--- config.mk ---
export PLATFORM = sky130hd
export DESIGN_NAME = mem_arbiter
export DESIGN_NICKNAME = d
export VERILOG_FILES = /design/src/rtl/mem_arbiter.sv
export SDC_FILE = /design/constraint.sdc
export NUM_CORES = 1
export LEC_CHECK = 0
export BUFFER_PORTS_ARGS = -buffer_cell sky130_fd_sc_hd__buf_2
export CAP_MARGIN = 20
export CORE_AREA = 2 2 287 289
export DETAILED_ROUTE_END_ITERATION = 10
export DIE_AREA = 0 0 289 291
export GPL_ROUTABILITY_DRIVEN = 1
export PLACE_DENSITY = 0.48
export SLEW_MARGIN = 0
export SYNTH_ARGS = -nofsm -noshare
export SYNTH_HDL_FRONTEND = slang
export SYNTH_SLANG_ARGS = --single-unit
--- constraint.sdc ---
create_clock -name clk -period 27.3 [get_ports clk]
set_clock_uncertainty 0.2 [all_clocks]
set_input_delay 2.73 -clock clk [delete_from_list [all_inputs] [get_ports clk]]
set_output_delay 2.73 -clock clk [all_outputs]
set_load 0.01 [all_outputs]
--- src/rtl/mem_arbiter.sv ---
// Arbitrates one line-wide memory port between I-cache and D-cache miss traffic.
// Optional feature: define ARB_RR_EN for round-robin on simultaneous requests (default: D priority with starvation override).
module mem_arbiter #(
    parameter int ADDR_W       = 28,
    parameter int LINE_W       = 128,
    parameter int STARVE_LIMIT = 4
) (
    input  logic              clk,
    input  logic              proc_reset,
    input  logic              i_read,
    input  logic [ADDR_W-1:0] i_addr,
    output logic [LINE_W-1:0] i_rdata,
    output logic              i_ready,
    input  logic              d_read,
    input  logic              d_write,
    input  logic [ADDR_W-1:0] d_addr,
    input  logic [LINE_W-1:0] d_wdata,
    output logic [LINE_W-1:0] d_rdata,
    output logic              d_ready,
    output logic              mem_read,
    output logic              mem_write,
    output logic [ADDR_W-1:0] mem_addr,
    output logic [LINE_W-1:0] mem_wdata,
    input  logic [LINE_W-1:0] mem_rdata,
    input  logic              mem_ready
);

    typedef enum logic [1:0] {
        IDLE    = 2'd0,
        BUSY_I  = 2'd1,
        BUSY_D  = 2'd2,
        RELEASE = 2'd3
    } state_t;

    state_t              state_q;
    logic                mem_read_q;
    logic                mem_write_q;
    logic [ADDR_W-1:0]   mem_addr_q;
    logic [LINE_W-1:0]   mem_wdata_q;
    logic [LINE_W-1:0]   i_rdata_q;
    logic [LINE_W-1:0]   d_rdata_q;
    logic                i_ready_q;
    logic                d_ready_q;

    logic req_i;
    logic req_d;
    logic gnt_i;
    logic gnt_d;

    assign req_i = i_read;
    assign req_d = d_read | d_write;

`ifdef ARB_RR_EN
    // ptr_q high means D wins the next tie
    logic ptr_q;

    always_comb begin
        gnt_i = 1'b0;
        gnt_d = 1'b0;
        if (state_q == IDLE) begin
            if (req_i && req_d) begin
                gnt_d = ptr_q;
                gnt_i = !ptr_q;
            end else begin
                gnt_i = req_i;
                gnt_d = req_d;
            end
        end
    end

    always_ff @(posedge clk or posedge proc_reset) begin
        if (proc_reset) begin
            ptr_q <= 1'b1;
        end else if (gnt_d) begin
            ptr_q <= 1'b0;
        end else if (gnt_i) begin
            ptr_q <= 1'b1;
        end
    end
`else
    localparam int SW = $clog2(STARVE_LIMIT + 1);
    localparam logic [SW-1:0] STARVE_MAX = SW'(STARVE_LIMIT);

    logic [SW-1:0] starve_q;

    always_comb begin
        gnt_i = 1'b0;
        gnt_d = 1'b0;
        if (state_q == IDLE) begin
            if (req_i && req_d) begin
                gnt_i = (starve_q == STARVE_MAX);
                gnt_d = (starve_q != STARVE_MAX);
            end else begin
                gnt_i = req_i;
                gnt_d = req_d;
            end
        end
    end

    // counts D wins that I had to sit through; any gap in I's request restarts it
    always_ff @(posedge clk or posedge proc_reset) begin
        if (proc_reset) begin
            starve_q <= '0;
        end else if (!req_i || gnt_i) begin
            starve_q <= '0;
        end else if (gnt_d && (starve_q != STARVE_MAX)) begin
            starve_q <= starve_q + 1'b1;
        end
    end
`endif

    always_ff @(posedge clk or posedge proc_reset) begin
        if (proc_reset) begin
            state_q     <= IDLE;
            mem_read_q  <= 1'b0;
            mem_write_q <= 1'b0;
            mem_addr_q  <= '0;
            mem_wdata_q <= '0;
            i_rdata_q   <= '0;
            d_rdata_q   <= '0;
            i_ready_q   <= 1'b0;
            d_ready_q   <= 1'b0;
        end else begin
            i_ready_q <= 1'b0;
            d_ready_q <= 1'b0;
            case (state_q)
                IDLE: begin
                    if (gnt_d) begin
                        state_q     <= BUSY_D;
                        mem_addr_q  <= d_addr;
                        mem_wdata_q <= d_wdata;
                        mem_write_q <= d_write;
                        mem_read_q  <= !d_write;
                    end else if (gnt_i) begin
                        state_q     <= BUSY_I;
                        mem_addr_q  <= i_addr;
                        mem_write_q <= 1'b0;
                        mem_read_q  <= 1'b1;
                    end
                end
                BUSY_I: begin
                    if (mem_ready) begin
                        state_q     <= RELEASE;
                        mem_read_q  <= 1'b0;
                        mem_write_q <= 1'b0;
                        i_rdata_q   <= mem_rdata;
                        i_ready_q   <= 1'b1;
                    end
                end
                BUSY_D: begin
                    if (mem_ready) begin
                        state_q     <= RELEASE;
                        mem_read_q  <= 1'b0;
                        mem_write_q <= 1'b0;
                        d_rdata_q   <= mem_rdata;
                        d_ready_q   <= 1'b1;
                    end
                end
                RELEASE: state_q <= IDLE;
                default: state_q <= IDLE;
            endcase
        end
    end

    assign mem_read  = mem_read_q;
    assign mem_write = mem_write_q;
    assign mem_addr  = mem_addr_q;
    assign mem_wdata = mem_wdata_q;
    assign i_rdata   = i_rdata_q;
    assign d_rdata   = d_rdata_q;
    assign i_ready   = i_ready_q;
    assign d_ready   = d_ready_q;

endmodule

==> results of run 1 <==
[power by group]
group	switching (W)	internal (W)
sequential	0.000168	0.000943
combinational	0.000557	0.000547
clock	0.000256	0.000393
total	0.000981	0.00188
[cells by family after synthesis]
logic type	after synthesis	synth area share, %
flops	421	66.5
compound gates	43	2.44
mux	386	27.4
buf+inv	87	2.64
fa+ha+maj	5	0.395
simple gates	18	0.561
[area by class of cell]
| cell class | instances | area, µm² |
|---|---|---|
| fillers | 8473 | 58900 |
| flip-flops and latches | 421 | 10500 |
| multi-input cells | 452 | 4900 |
| repair buffers | 744 | 3750 |
| clock buffers | 72 | 1410 |
| well taps | 1070 | 1340 |
| clock inverters | 13 | 175 |
| inverters | 36 | 145 |
| diodes | 10 | 25.0 |
[cells in the mapped netlist (all sizes together), types with 2 or more instances]
| library cell | number |
|---|---|
| a21oi | 2 |
| a222oi | 28 |
| and2 | 2 |
| and3 | 2 |
| buf | 47 |
| clkbuf | 4 |
| dfrtp | 421 |
| ha | 5 |
| inv | 36 |
| mux2 | 385 |
| nand2 | 6 |
| nand2b | 2 |
| nor2 | 2 |
| nor3 | 2 |
| o21ai | 3 |
| o2bb2ai | 2 |
[flip-flops by register name, summed over array words and instances (netlist names)]
register and flops:
d_rdata 128, starve_q 3, i_ready 1, mem_write 1
state_q 2, mem_read 1, mem_wdata 128, mem_addr 28
d_ready 1, i_rdata 128
[routing by layer]
layer	share of wire (%)	GRT usage, %	vias to the layer above	routed length, µm
li1	-	-	4928	-
met1	36	13.0	5674	18700
met2	52	21.1	459	27000
met3	8.5	3.61	106	4400
met4	3.5	5.09	10	1830
met5	0.12	0	-	63
[worst paths after layout]
check                                         start                        end  slack, ps  cells after the start
max in group clk                             i_read  mem_wdata[98]$_DFFE_PP0P_      22090                      6
setup reg to reg             state_q[1]$_DFFE_PP0P_  mem_wdata[98]$_DFFE_PP0P_      23530                      6
setup / recovery                         proc_reset  mem_wdata[51]$_DFFE_PP0P_      21950                      5
min in group asynchronous                proc_reset    i_rdata[65]$_DFFE_PP0P_       2120                      2
hold / removal             d_rdata[101]$_DFFE_PP0P_   d_rdata[101]$_DFFE_PP0P_        300                      1
hold reg to reg            d_rdata[101]$_DFFE_PP0P_   d_rdata[101]$_DFFE_PP0P_        300                      1
[stage by stage]
step	cell area, µm²	total power [W]	std cells
2_1_floorplan	15800	0.00173	960
3_3_place_gp	20700	0.00222	2723
3_5_place_dp	20700	0.00225	2723
4_1_cts	22300	0.00292	2808
5_1_grt	22300	0.00304	2818
6_report	22300	0.00286	2818
==> results.tsv, run 1 <==
metric	value	unit
yosys_warnings	0	
ant_nets	0	
critPathArrivalTime	5730	ps
start_util	19.5	%
finalHoldViolations	0	
critPathMaxStageDelay	800	ps
synth_area	15800	µm²
grt_pass1_wl	76600	µm
peakVddDrop	57.8	µV
fmaxAchievable	187	MHz
via_count	11200	
syn_nets	1283	
pre_cts_slack	21120	ps
insertion_delay	550	ps
ios	734	
antenna_found_initial	15	
grt_setup_unrepaired	no	
port_buffers	733	
outcome	complete, no violations	
die_x	289	µm
post-route-period-util	19.6	%
cts_max_path_buffers	3	
worst_slew_pin_slew	1050	ps
mostFrequentLayoutCell	buf_2	
power_density	129	nW/µm²
syn_avg_cell_area	16.5	µm²
dp_hpwl	39800	µm
synth_largest_area_cell	dfrtp_1	
path_clk_slew	50	ps
setup_violations	0	
drtPass1Iterations	8	
crit_buf_inv	5	
drc	0	
clockRootBuffer	clkbuf_16	
synthCells	960	
crit_chain	buf_2 -> inv_8 -> buf_4 -> buf_4 -> buf_4	
worstSetupEndpointType	asynchronous set/reset pin	
slew_headroom	29.9	%
dieHeight	291	µm
fp.coreArea	81200	µm²
cp.required	27680	ps
synthDominantCellAreaShare	66.5	%
p_leak	10.7	nW
synthToLayoutAreaGrowth	40.7	%
postCtsSetupBuffers	0	
ys_top_cells_by_area	dfrtp_1 (67%), mux2_2 (27%), a222oi_1 (1.8%)	
grt_pass1_vias	12100	
crit_path_start_kind	primary input	
fin_tns_setup	0	ps
grt_overflow_total	0	
dieArea	84100	µm²
drv_cap	0	
clock-sinks	421	
final_cell_mix	buf_2 (733), dfrtp_1 (421), mux2_2 (385)	
async_reset_ff_share	100	%
grt_start_max_net_pins	109	
first_iter_violations	455	
hold_class	flop to flop	
cts_hold_buf	0	
cts-htree-levels	2	
path_delay_family	buffers and inverters	
slew_violations	0	
layout_min_cycle_time	5350	ps
cts_inserted_buffers	48	
drive_above_1_share	69.4	%
critPathSlowestCell	buf_4	
timing.critical_path.mode_cell	buf_4	
wl	51900	µm
grtUsageTotal	11.9	%
finalNetCount	2026	
hold_slack	297	ps
synth_seq_cells	421	
fin_util	27.4	%
rows	105	
setup_ws	21950	ps
gp_congestion	0.885	
path_max_fanout	108	
vias_per_cell	3.97	
wl_per_cell	18.4	µm
synth_cell_types	30	
synth_ff_type	dfrtp_1	
synth-seq-area-share	66.5	%
synth_edf_count	0	
ctsResizeCount	0	
cts_tree	built	
timing.setup.critical_path_class	primary input to asynchronous set/reset pin	
Power figures use the tool's default switching activity.
==> run 2, diff against run 1 <==
Settings changed: ABC_AREA set to 1, CORE_AREA 2 2 287 289 to 2 2 289 291, DIE_AREA 0 0 289 291 to 0 0 291 293, PLACE_DENSITY 0.48 to 0.49.
Clock period 27.3 ns to 4.75 ns, I/O delays scaled along.
==> run 2 against run 1 <==
Count of clock-buffer cells in the layout decreased by 5. Power rose to 5.7 times the previous value. First-iteration DRC count rose by 59%. Final area up 15%. Sequential power rose to 5.5 times the previous value. Routed wire length increased by 10%. Utilization is 3.9 points higher. Global-route usage is 1.1 points higher. Register-to-register slack got worse by 22000 ps. Worst hold slack got worse by 250 ps. Clock power increased to 6.3 times the previous value. Largest power group is now combinational logic. Highest routed layer is now met4.
==> results.tsv, run 2 <==
metric	value	unit	change
insertion_delay	580	ps	was 550 ps
ios	734		unchanged
slew_headroom	47.0	%	was 29.9%
synthToLayoutAreaGrowth	60.4	%	was 40.7%
gp_congestion	0.830		was 0.885
p_leak	13.9	nW	was 10.7 nW
die_x	291	µm	was 289 µm
synth_largest_area_cell	dfrtp_1		unchanged
drtPass1Iterations	5		was 8
start_util	19.6	%	was 19.5%
syn_avg_cell_area	9.36	µm²	was 16.5 µm²
clockRootBuffer	clkbuf_16		unchanged
grt_overflow_total	0		unchanged
grt_pass1_wl	87900	µm	was 76,600 µm
drive_above_1_share	31.1	%	was 69.4%
grt_pass1_vias	15200		was 12,100
timing.setup.critical_path_class	flop to flop		was primary input to asynchronous set/reset pin
synthTopCellsByCount	nand2_1 (730), dfrtp_1 (421), o21ai_0 (260)		was dfrtp_1 (421), mux2_2 (385), buf_2 (37)
grt_setup_unrepaired	no		unchanged
synthDominantCellAreaShare	65.8	%	was 66.5%
critPathArrivalTime	3280	ps	was 5730 ps
slew_violations	0		unchanged
pre_cts_slack	1740	ps	was 21,120 ps
synth-seq-area-share	65.8	%	was 66.5%
vias_per_cell	3.87		was 3.97
setup_ws	1740	ps	was 21,950 ps
hold_class	primary input to flop		was flop to flop
first_iter_violations	722		was 455
cts_max_path_buffers	3		unchanged
grt_start_max_net_pins	171		was 109
fmaxAchievable	333	MHz	
outcome	complete, no violations		unchanged
drv_cap	0		unchanged
port_buffers	733		unchanged
cts_tree	built		unchanged
synth_seq_cells	421		unchanged
postCtsSetupBuffers	0		unchanged
finalNetCount	3059		was 2,026
via_count	14900		was 11,200
cts_inserted_buffers	49		was 48
dieHeight	293	µm	was 291 µm
wl	57200	µm	was 51,900 µm
synth_area	16000	µm²	was 15,800 µm²
synth_cell_types	23		was 30
ant_nets	0		unchanged
worstSetupEndpointType	flop		was asynchronous set/reset pin
crit_path_start_kind	flop		was primary input
synthCells	1709		was 960
ys_top_cells_by_area	dfrtp_1 (66%), nand2_1 (17%), o21ai_0 (8.1%)		was dfrtp_1 (67%), mux2_2 (27%), a222oi_1 (1.8%)
setup_violations	0		unchanged
post-route-period-util	63.3	%	
drc	0		unchanged
rows	105		unchanged
grtUsageTotal	13.0	%	was 11.9%
layout_min_cycle_time	3010	ps	
antenna_found_initial	1		was 15
power_density	637	nW/µm²	was 129 nW/µm²
worst_slew_pin_slew	794	ps	was 1050 ps
dieArea	85300	µm²	was 84,100 µm²
synth_ff_type	dfrtp_1		unchanged
cts-htree-levels	2		unchanged
path_max_fanout	71		was 108
clock-sinks	421		unchanged
cp.required	5020	ps	was 27,680 ps
synth.most_common_cell	nand2_1		was dfrtp_1
wl_per_cell	14.9	µm	was 18.4 µm
dp_hpwl	40800	µm	was 39,800 µm
mostFrequentLayoutCell	buf_2		unchanged
yosys_warnings	0		unchanged
peakVddDrop	272	µV	was 57.8 µV
synth_edf_count	0		unchanged
syn_nets	2032		was 1,283
async_reset_ff_share	100	%	unchanged
fin_tns_setup	0	ps	unchanged
path_clk_slew	60	ps	was 50 ps
final_cell_mix	buf_2 (733), nand2_1 (728), dfrtp_1 (421)		was buf_2 (733), dfrtp_1 (421), mux2_2 (385)
ctsResizeCount	0		unchanged
finalHoldViolations	0		unchanged
fp.coreArea	81800	µm²	was 81,200 µm²
## run 2: worst paths after layout
check | startpoint | endpoint | slack, ps | depth (start not counted)
max in group asynchronous | proc_reset | mem_addr[21]$_DFFE_PP0P_ | 2940 | 4
hold / removal | mem_rdata[78] | d_rdata[78]$_DFFE_PP0P_ | 50 | 3
hold reg to reg | mem_wdata[73]$_DFFE_PP0P_ | mem_wdata[73]$_DFFE_PP0P_ | 260 | 2
setup reg to reg | state_q[0]$_DFFE_PP0P_ | mem_wdata[101]$_DFFE_PP0P_ | 1740 | 8
setup / recovery | state_q[0]$_DFFE_PP0P_ | mem_wdata[101]$_DFFE_PP0P_ | 1740 | 8
min in group asynchronous | proc_reset | i_rdata[32]$_DFFE_PP0P_ | 320 | 3
## run 2: what timing repair did
item / CTS / global route
hold buffers: 314 / 0
setup endpoints to repair: 0 / 0
endpoints found under the hold margin: 426 / 0
## run 2: logic make-up (layout without fill, tap and decap cells)
logic type	count (synthesis)	after routing	synth area share, %
compound gates	263	263	8.32
xor+xnor	1	1	0.0547
fa+ha+maj	5	5	0.391
buf+inv	237	1300	6.50
flops	421	421	65.8
other cells	0	1	0
simple gates	782	782	18.9
## run 2: area by class of cell
type | count | area (µm²)
timing repair buffer | 1069 | 7050
antenna | 1 | 2.50
tap | 1070 | 1340
clock inverter | 20 | 308
multi-input combinational | 1051 | 4450
fill | 8592 | 56200
inverter | 144 | 547
clock buffer | 67 | 1430
sequential | 421 | 10500
## run 2: per-stage QoR
stage               hold slack, ps  std cells  power, W  util [%]  area, µm²
global placement               249       3441    0.0120      25.4      20800
global route                  72.6       3843    0.0176      31.4      25700
detailed placement             253       3441    0.0120      25.4      20800
floorplan                      275       1709   0.00926         -      16000
finish                        48.1       3843    0.0164      31.4      25700
CTS                           3.47       3842    0.0166      31.4      25700
## run 2: power breakdown
part | total, W | switching, W | internal [W]
Clock | 0.00406 | 0.00157 | 0.00249
Combinational | 0.00616 | 0.00372 | 0.00244
Sequential | 0.00613 | 0.000871 | 0.00526
## run 2: metal layers
metal	routed length (µm)	vias to the layer above	part of all wire (%)	GRT usage (%)
met5	0	-	0	0
met4	2230	0	3.9	5.33
met3	3120	116	5.5	2.93
met2	28600	451	50	22.7
met1	23200	6969	41	15.3
li1	-	7339	-	-
## run 2: worst max-delay path, stage by stage (launching register included)
cell     delay [ps]
dfrtp_1         380
inv_1            90
ha_1            310
inv_2           110
nor2_8          540
inv_4           450
buf_4           490
nand2_1         170
nand2_1          60
==> run 3, diff against run 2 <==
Clock period 4.75 ns to 2.6 ns, I/O delays scaled along.
==> run 3 against run 2 <==
Routed wire length is 3.4% higher. Critical path depth stayed put. Final cell count is 0.70% higher. Clock power is 75% higher. Utilization is 0.19 points higher. Worst hold slack better by 180 ps. First-iteration DRC count is 2.6% higher. Final area is 0.62% higher. Largest cell class unchanged.
==> results.tsv, run 3 (synthesis gave the netlist of run 2 again) <==
metric	value	unit	change
path_delay_family	buffers and inverters		unchanged
cp.required	2900	ps	was 5020 ps
p_comb_share	38.5	%	was 37.7%
worstHoldEndpoint	mem_wdata[92]$_DFFE_PP0P_		was d_rdata[78]$_DFFE_PP0P_
critPathSlowestCell	dlygate4sd3_1		was nor2_8
via_count	14900		about the same
first_iter_violations	741		was 722
crit_chain	inv_1 -> ha_1 -> inv_2 -> nor2_8 -> buf_6 -> nand2_1 -> nand3_1 -> dlygate4sd3_1		was inv_1 -> ha_1 -> inv_2 -> nor2_8 -> inv_4 -> buf_4 -> nand2_1 -> nand2_1
fp.coreArea	81800	µm²	unchanged
clock-sinks	421		unchanged
drv_cap	0		unchanged
synthToLayoutAreaGrowth	61.3	%	was 60.4%
finalHoldViolations	0		unchanged
drtPass1Iterations	5		unchanged
critPathArrivalTime	2710	ps	was 3280 ps
gp_congestion	0.823		was 0.830
vias_per_cell	3.84		was 3.87
antenna_found_initial	0		was 1
cts-htree-levels	2		unchanged
post-route-period-util	92.8	%	was 63.3%
wl	59100	µm	was 57,200 µm
grt_setup_unrepaired	no		unchanged
timing.setup.critical_path_class	flop to flop		unchanged
postCtsSetupBuffers	0		unchanged
dieHeight	293	µm	unchanged
grt_overflow_total	0		unchanged
r2r-end	mem_addr[16]$_DFFE_PP0P_		was mem_wdata[101]$_DFFE_PP0P_
slew_violations	0		unchanged
crit_buf_inv	4		unchanged
clockRootBuffer	clkbuf_16		unchanged
grt_start_max_net_pins	117		was 171
hold_class	primary input to flop		unchanged
p_leak	14.0	nW	was 13.9 nW
layout_min_cycle_time	2410	ps	was 3010 ps
cts_max_path_buffers	3		unchanged
pre_cts_slack	567	ps	was 1740 ps
hold_path_depth	4		was 3
power_frac_clock	23.8	%	was 24.8%
drive_above_1_share	31.3	%	was 31.1%
rr_startpoint	state_q[0]$_DFFE_PP0P_		unchanged
fin_tns_setup	0	ps	unchanged
cts_tree	built		unchanged
setup_violations	0		unchanged
design_area	25800	µm²	was 25,700 µm²
die_x	291	µm	unchanged
dieArea	85300	µm²	unchanged
r2r_slack	190	ps	was 1740 ps
hp-start	d_wdata[92]		was mem_rdata[78]
power_density	1150	nW/µm²	was 637 nW/µm²
reg2reg_depth	8		unchanged
grt_pass1_wl	91500	µm	was 87,900 µm
outcome	complete, no violations		unchanged
ant_nets	0		unchanged
dp_hpwl	42900	µm	was 40,800 µm
p_seq_share	37.7	%	was 37.5%
p_int	0.0185	W	was 0.0102 W
grtUsageTotal	13.5	%	was 13.0%
worst_slew_pin_slew	701	ps	was 794 ps
diodes	0		was 1
worstSetupEndpointType	flop		unchanged
rows	105		unchanged
peakVddDrop	608	µV	was 272 µV
path_max_fanout	42		was 71
critPathMaxStageDelay	560	ps	was 540 ps
insertion_delay	560	ps	was 580 ps
setup_ws	188	ps	was 1740 ps
slew_headroom	53.2	%	was 47.0%
fmaxAchievable	415	MHz	was 333 MHz
path_clk_slew	60	ps	about the same
start_util	19.6	%	unchanged
final_cell_mix	buf_2 (733), nand2_1 (728), dfrtp_1 (421)		unchanged
finalNetCount	3085		was 3,059
cts_inserted_buffers	50		was 49
drc	0		unchanged
port_buffers	733		unchanged
placed_area	21000	µm²	was 20,800 µm²
worstSetupStartpoint	state_q[0]$_DFFE_PP0P_		unchanged
p_switching	0.0113	W	was 0.00616 W
ios	734		unchanged
crit_path_start_kind	flop		unchanged
p_sw_share	37.9	%	was 37.7%
wl_per_cell	15.3	µm	was 14.9 µm
mostFrequentLayoutCell	buf_2		unchanged
grt_pass1_vias	15700		was 15,200
-- run 3: cell count changes in the layout (fill, tap and decap cells not counted), moves of 2 or more --
cell | previous run | this run
clkbuf_1 | 4 | 13
buf_12 | 6 | 10
inv_6 | 3 | 1
bufinv_16 | 7 | 3
buf_4 | 16 | 33
dlygate4sd3_1 | 314 | 317
-- run 3: area by class of cell --
class | instances | area, µm²
clock buffers | 77 | 1490
repair buffers | 1094 | 7300
fillers | 8636 | 56000
multi-input cells | 1051 | 4450
well taps | 1070 | 1340
flip-flops and latches | 421 | 10500
clock inverters | 13 | 161
inverters | 144 | 547
-- run 3: worst max-delay path by stage --
stage                                 to  slack, ps  cells after the start
3_3_place_gp   mem_wdata[46]$_DFFE_PP0P_        620                      7
2_1_floorplan     d_rdata[0]$_DFFE_PP0P_      -3540                      1
3_5_place_dp   mem_wdata[38]$_DFFE_PP0P_        570                      7
6_report        mem_addr[16]$_DFFE_PP0P_        190                      8
4_1_cts         mem_addr[24]$_DFFE_PP0P_        100                      8
5_1_grt         mem_addr[16]$_DFFE_PP0P_         20                      8
-- run 3: layer usage --
layer	wire, µm	vias to the layer above	track usage (%)
li1	-	7379	-
met1	24400	6920	16.3
met2	29400	446	23.5
met3	3060	117	2.89
met4	2180	0	5.18
met5	0	-	0
-- run 3: repair_timing --
action                                 4_1_cts  5_1_grt
gates resized for setup                      0        1
setup endpoints to repair                    0       28
hold buffers                               317        0
endpoints found under the hold margin      709        0
-- run 3: worst reg2reg max path, cell delays in order (launching register included) --
cell and delay [ps]:
dfrtp_1 380, inv_1 90, ha_1 310, inv_2 110, nor2_8 160, buf_6 320, nand2_1 120, nand3_1 90
dlygate4sd3_1 560
-- run 3: metrics by stage --
step	utilization, %	cells	total power (W)	hold WS [ps]
floorplan	-	1709	0.0169	177
global placement	25.6	3463	0.0220	249
detailed placement	25.6	3463	0.0222	253
CTS	31.5	3870	0.0302	167
global route	31.5	3870	0.0320	203
finish	31.5	3870	0.0298	229
-- run 3: power groups by stage --
stage | Combinational, W | Sequential, W | Clock (W)
2_1_floorplan | 0.00426 | 0.0127 | 0
3_3_place_gp | 0.0108 | 0.0112 | 0
3_5_place_dp | 0.0109 | 0.0112 | 0
4_1_cts | 0.0117 | 0.0112 | 0.00734
5_1_grt | 0.0128 | 0.0116 | 0.00759
6_report | 0.0115 | 0.0112 | 0.00709
